--- src/rtl/exp_golomb_enc_pipe.sv ---
// exp_golomb_enc_pipe: two-stage pipelined ue/se/te Exp-Golomb encoder with valid/ready on both sides
module exp_golomb_enc_pipe #(
   parameter int VAL_W    = 16,
   parameter bit CLAMP_EN = 0,
   parameter int SE_MIN   = -26,
   parameter int SE_MAX   = 25,
   parameter int OUT_W    = 2*VAL_W+1,
   parameter int LEN_W    = $clog2(2*VAL_W+2)
)(
   input  logic             clk,
   input  logic             rst,
   input  logic             in_valid,
   output logic             in_ready,
   input  logic [1:0]       in_mode,
   input  logic [VAL_W-1:0] in_val,
   input  logic             in_te_range,
   output logic             out_valid,
   input  logic             out_ready,
   output logic [OUT_W-1:0] out_code,
   output logic [LEN_W-1:0] out_len,
   output logic             out_clamped
);
   localparam logic signed [VAL_W-1:0] SMIN = SE_MIN[VAL_W-1:0];
   localparam logic signed [VAL_W-1:0] SMAX = SE_MAX[VAL_W-1:0];

   logic             s1_valid_q, s1_valid_d, s1_te1_q, s1_te1_d, s1_bit_q, s1_bit_d;
   logic             s1_clamp_q, s1_clamp_d;
   logic [VAL_W:0]   s1_cn_q, s1_cn_d;
   logic             s2_valid_q, s2_valid_d, clamp_q, clamp_d;
   logic [OUT_W-1:0] code_q, code_d;
   logic [LEN_W-1:0] len_q, len_d;
   logic             s1_adv, in_fire, s2_load;
   logic signed [VAL_W-1:0] sval, v;
   logic [VAL_W:0]   cn, k;
   logic [LEN_W-1:0] m;

   assign s1_adv      = !s2_valid_q || out_ready;
   assign in_ready    = !s1_valid_q || s1_adv;
   assign in_fire     = in_valid && in_ready;
   assign s2_load     = s1_adv && s1_valid_q;
   assign out_valid   = s2_valid_q;
   assign out_code    = code_q;
   assign out_len     = len_q;
   assign out_clamped = clamp_q;

   // Stage-1 mapping: optional se saturation, then fold signed value onto codeNum (2v-1 / -2v)
   always_comb begin
      sval = $signed(in_val);
      v    = !CLAMP_EN ? sval : (sval < SMIN) ? SMIN : (sval > SMAX) ? SMAX : sval;
      cn   = (in_mode == 2'b01) ? ((!v[VAL_W-1] && |v) ? {v - 1'b1, 1'b1} : {-v, 1'b0}) : {1'b0, in_val};
   end

   // Stage-2 leading-one detect on k = codeNum+1; codeword is k itself, length 2M+1
   always_comb begin
      k = s1_cn_q + 1'b1;
      m = '0;
      for (int i = 0; i <= VAL_W; i++) m = k[i] ? LEN_W'(i) : m;
   end

   // Next state: stage 1 loads on input transfer, stage 2 loads when stage 1 advances, else hold
   always_comb begin
      s1_valid_d = in_fire || (s1_valid_q && !s1_adv);
      s1_cn_d    = in_fire ? cn : s1_cn_q;
      s1_te1_d   = in_fire ? (in_mode == 2'b10 && in_te_range) : s1_te1_q;
      s1_bit_d   = in_fire ? !in_val[0] : s1_bit_q;
      s1_clamp_d = in_fire ? (CLAMP_EN && in_mode == 2'b01 && v != sval) : s1_clamp_q;
      s2_valid_d = s1_adv ? s1_valid_q : s2_valid_q;
      code_d     = s2_load ? (s1_te1_q ? {{(OUT_W-1){1'b0}}, s1_bit_q} : {{(OUT_W-VAL_W-1){1'b0}}, k}) : code_q;
      len_d      = s2_load ? (s1_te1_q ? LEN_W'(1) : {m[LEN_W-2:0], 1'b1}) : len_q;
      clamp_d    = s2_load ? s1_clamp_q : clamp_q;
   end

   // Pipeline registers; reset drops anything in flight
   always_ff @(posedge clk) begin
      if (rst) begin
         s1_valid_q <= 1'b0;
         s1_cn_q    <= '0;
         s1_te1_q   <= 1'b0;
         s1_bit_q   <= 1'b0;
         s1_clamp_q <= 1'b0;
         s2_valid_q <= 1'b0;
         code_q     <= '0;
         len_q      <= '0;
         clamp_q    <= 1'b0;
      end else begin
         s1_valid_q <= s1_valid_d;
         s1_cn_q    <= s1_cn_d;
         s1_te1_q   <= s1_te1_d;
         s1_bit_q   <= s1_bit_d;
         s1_clamp_q <= s1_clamp_d;
         s2_valid_q <= s2_valid_d;
         code_q     <= code_d;
         len_q      <= len_d;
         clamp_q    <= clamp_d;
      end
   end
endmodule
--- config.mk ---
export PLATFORM = sky130hd
export DESIGN_NAME = exp_golomb_enc_pipe
export DESIGN_NICKNAME = d
export VERILOG_FILES = /design/src/rtl/exp_golomb_enc_pipe.sv
export SDC_FILE = /design/constraint.sdc
export NUM_CORES = 1
export LEC_CHECK = 0
export BUFFER_PORTS_ARGS = -buffer_cell sky130_fd_sc_hd__buf_2
export CORE_AREA = 4 4 117 75
export CTS_BUF_LIST = sky130_fd_sc_hd__clkbuf_8 sky130_fd_sc_hd__clkbuf_16
export CTS_CLUSTER_DIAMETER = 40
export DETAILED_ROUTE_END_ITERATION = 8
export DIE_AREA = 0 0 121 79
export SETUP_SLACK_MARGIN = 0.1
export SLEW_MARGIN = 25
export SYNTH_ARGS = -nofsm -noshare
export SYNTH_HDL_FRONTEND = slang
export SYNTH_SLANG_ARGS = --single-unit
--- constraint.sdc ---
create_clock -name clk -period 2.1 [get_ports clk]
set_input_delay 0.21 -clock clk [delete_from_list [all_inputs] [get_ports clk]]
set_output_delay 0.21 -clock clk [all_outputs]
set_load 0.01 [all_outputs]
==> reports/results.txt <==
Run status - finished clean
Fin nets - 476
Unique masters post-synth - 56
Final WS setup - 0.1826 ns
First-pass GRT wire length - 13,230 um
Htree depth - 2
Post-DRT Antenna Nets - 0
WS Path Type - register to register
Syn-to-layout area delta - 26.00%
# rows - 25
Register bit total from synthesis - 43
Design Area, Final - 3681 um2
Worst skew pair latency - 0.29 ns
Wire per inst - 14.79 um
Clk_skew - 0.003679 ns
Place WS - -0.06324 ns
Gate Count Post-Synth - 383
Pwr Total - 0.002204 W
Final worst-path cycle share - 91.31%
Total Routing Usage GR - 17.28%
Most frequent cells in the layout - nor2_1 (47), buf_2 (47), buf_4 (43)
Clock Path Buffers - 2
Placer Congestion - 0.8994
Hold crit path type - input pin to register
Initial antenna violation count - 0
Leak - 1.480 nW
Vias in the first global route - 2,667
Die X-Extent - 121 um
Initial drt markers - 220
CTS clk-pin slew, worst paths - 0.06 ns
Pwr Density - 598.8 nW/um2
Core Footprint - 7664 um2
Worst-Margin Slew - 0.6730 ns
Post-route minimum period - 1.917 ns
Hold-fix buffers, CTS - 0
Final Hold Viols - 0
Asr flop ratio synth - 0%
# port buffers - 47
Max cap viols - 0
Sequential area share after synthesis - 29.46%
Pin count of the biggest net entering global routing - 28
Slew Limit Fails - 0
Via count - 2,915
CTS sink cnt - 43
Vias per Instance - 5.205
Crit path max fanout - 8
CTS buffer count - 5
Io pins - 65
Required time of the critical path - 2.28 ns
Final TNS setup - 0 ns
WL final - 8285 um
Inserted Diodes - 0
# fillers - 786
Number of synthesized flops with an enable pin - 0
Post-route DRC - 0
Placed cell areas - 3422 um2
Synth warn - 0
Post-synthesis cell area - 2922 um2
Peak VDD IR - 0.3656 mV
Post-synthesis average cell area - 7.628 um2
Endpoints failing setup - 0
Crit. End Element - register
Detailed Routing Iterations Pass 1 - 4
Die span in y - 79 um
Max_slew headroom - 54.97%
WP data arrival - 2.10 ns
Synth Flop Type - dfxtp_1
CTS tree - yes
Setup crit start kind - register
RSZ-0062 raised after global routing - no
Die area - 9559 um2
Peak Freq - 521.5 MHz
Gr ovfl total - 0
Root Driver - clkbuf_16
Initial Utilization - 38.12%
Hpwl dp - 6333 um
Fraction of layout cells with a size suffix above 1 - 26.55%
metal layers:
metal / track usage, % / share of wire, % / up-vias
met3: 4.413 / 5.4 / 6
li1: - / - / 1452
met2: 24.88 / 42 / 75
met1: 25.69 / 52 / 1382
met4: 3.846 / 0.68 / 0
met5: 0 / 0 / -
where the power goes:
| group | total [W] | switching [W] | internal [W] |
|---|---|---|---|
| Clock | 0.000813 | 0.000312 | 0.000501 |
| Combinational | 0.000481 | 0.000268 | 0.000213 |
| Sequential | 0.000910 | 0.0000490 | 0.000861 |
| Total | 0.00220 | 0.000629 | 0.00158 |
through the flow:
stage | utilization [%] | hold slack, ns | cells
2_1_floorplan | - | 0.3056 | 399
3_3_place_gp | 44.65 | 0.4342 | 550
3_5_place_dp | 44.65 | 0.4443 | 550
4_1_cts | 46.89 | 0.1788 | 558
5_1_grt | 48.03 | 0.2000 | 560
6_report | 48.03 | 0.1804 | 560
worst max-delay path, stage by stage (launching register included):
cell and delay [ns]:
dfxtp_1 0.53, nand4_1 0.19, nor4_2 0.33, xnor2_1 0.26
nand4_1 0.16, o21ba_2 0.26, o21ai_0 0.06
sequential cells by signal, indices dropped and copies added (netlist names):
signal      count
out_code       16
out_len         6
out_valid       1
s1_bit_q        1
s1_cn_q        17
s1_te1_q        1
s1_valid_q      1
logic make-up after synthesis:
| group | Yosys count | synth area share, % |
|---|---|---|
| AO/OA/AOI/OAI | 80 | 19.10 |
| XOR/XNOR | 45 | 14.00 |
| adder cells (fa/ha/maj) | 2 | 0.8564 |
| buffers and inverters | 54 | 9.293 |
| flip-flops | 43 | 29.46 |
| other | 1 | 0.1284 |
| AND/OR/NAND/NOR | 158 | 27.15 |
cell type report:
class / count / area (um2) / area share, %
well taps: 108 / 135.1 / 3.671
flip-flops and latches: 43 / 862.1 / 23.42
repair buffers: 90 / 558.0 / 15.16
clock inverters: 1 / 3.754 / 0.1020
inverters: 9 / 33.78 / 0.9177
multi-input cells: 302 / 1936 / 52.58
clock buffers: 7 / 152.6 / 4.147
synth_stat cells, types with 2 or more instances:
library cell / n / area share, %
inv_1: 9 / 1.2
o2111ai_1: 3 / 0.90
nand4_1: 7 / 1.5
xnor2_1: 34 / 10
nand2b_1: 4 / 0.86
or4_1: 2 / 0.51
and3_1: 2 / 0.43
a21oi_1: 23 / 3.9
nand2_1: 32 / 4.1
clkbuf_1: 24 / 3.1
a211oi_1: 4 / 1.0
o41ai_1: 3 / 0.90
buf_4: 18 / 4.6
buf_1: 2 / 0.26
a22oi_1: 9 / 2.3
a31oi_1: 7 / 1.5
o21ai_0: 9 / 1.5
a211o_1: 5 / 1.5
and4_1: 4 / 1.2
nor2b_1: 2 / 0.43
xor2_1: 10 / 3.0
a311oi_1: 2 / 0.60
nand3b_1: 5 / 1.3
nor3_1: 21 / 3.6
dfxtp_1: 43 / 29
nor4_1: 6 / 1.3
ha_1: 2 / 0.86
nand4b_1: 2 / 0.60
nand3_1: 11 / 1.9
and2_1: 4 / 0.86
or3_1: 2 / 0.43
nor2_1: 48 / 6.2
final timing paths:
| path | from | to | slack [ns] | cells after the start |
|---|---|---|---|---|
| worst max-delay path | s1_cn_q[11]$_SDFFE_PP0P_ | out_len[3]$_SDFFE_PP0P_ | 0.18 | 6 |
| worst min-delay path | in_val[0] | s1_bit_q$_SDFFE_PP0P_ | 0.18 | 2 |
| worst max register to register | s1_cn_q[11]$_SDFFE_PP0P_ | out_len[3]$_SDFFE_PP0P_ | 0.18 | 6 |
| worst min register to register | out_len[3]$_SDFFE_PP0P_ | out_len[3]$_SDFFE_PP0P_ | 0.46 | 2 |
what timing repair did:
| item | CTS | global route |
|---|---|---|
| setup buffers | 0 | 2 |
| hold endpoints to repair | 0 | 0 |
| setup endpoints to repair | 4 | 4 |
| gates resized for setup | 4 | 15 |
| pin swaps | 0 | 4 |
No activity file was read; power rests on OpenSTA's default activity.
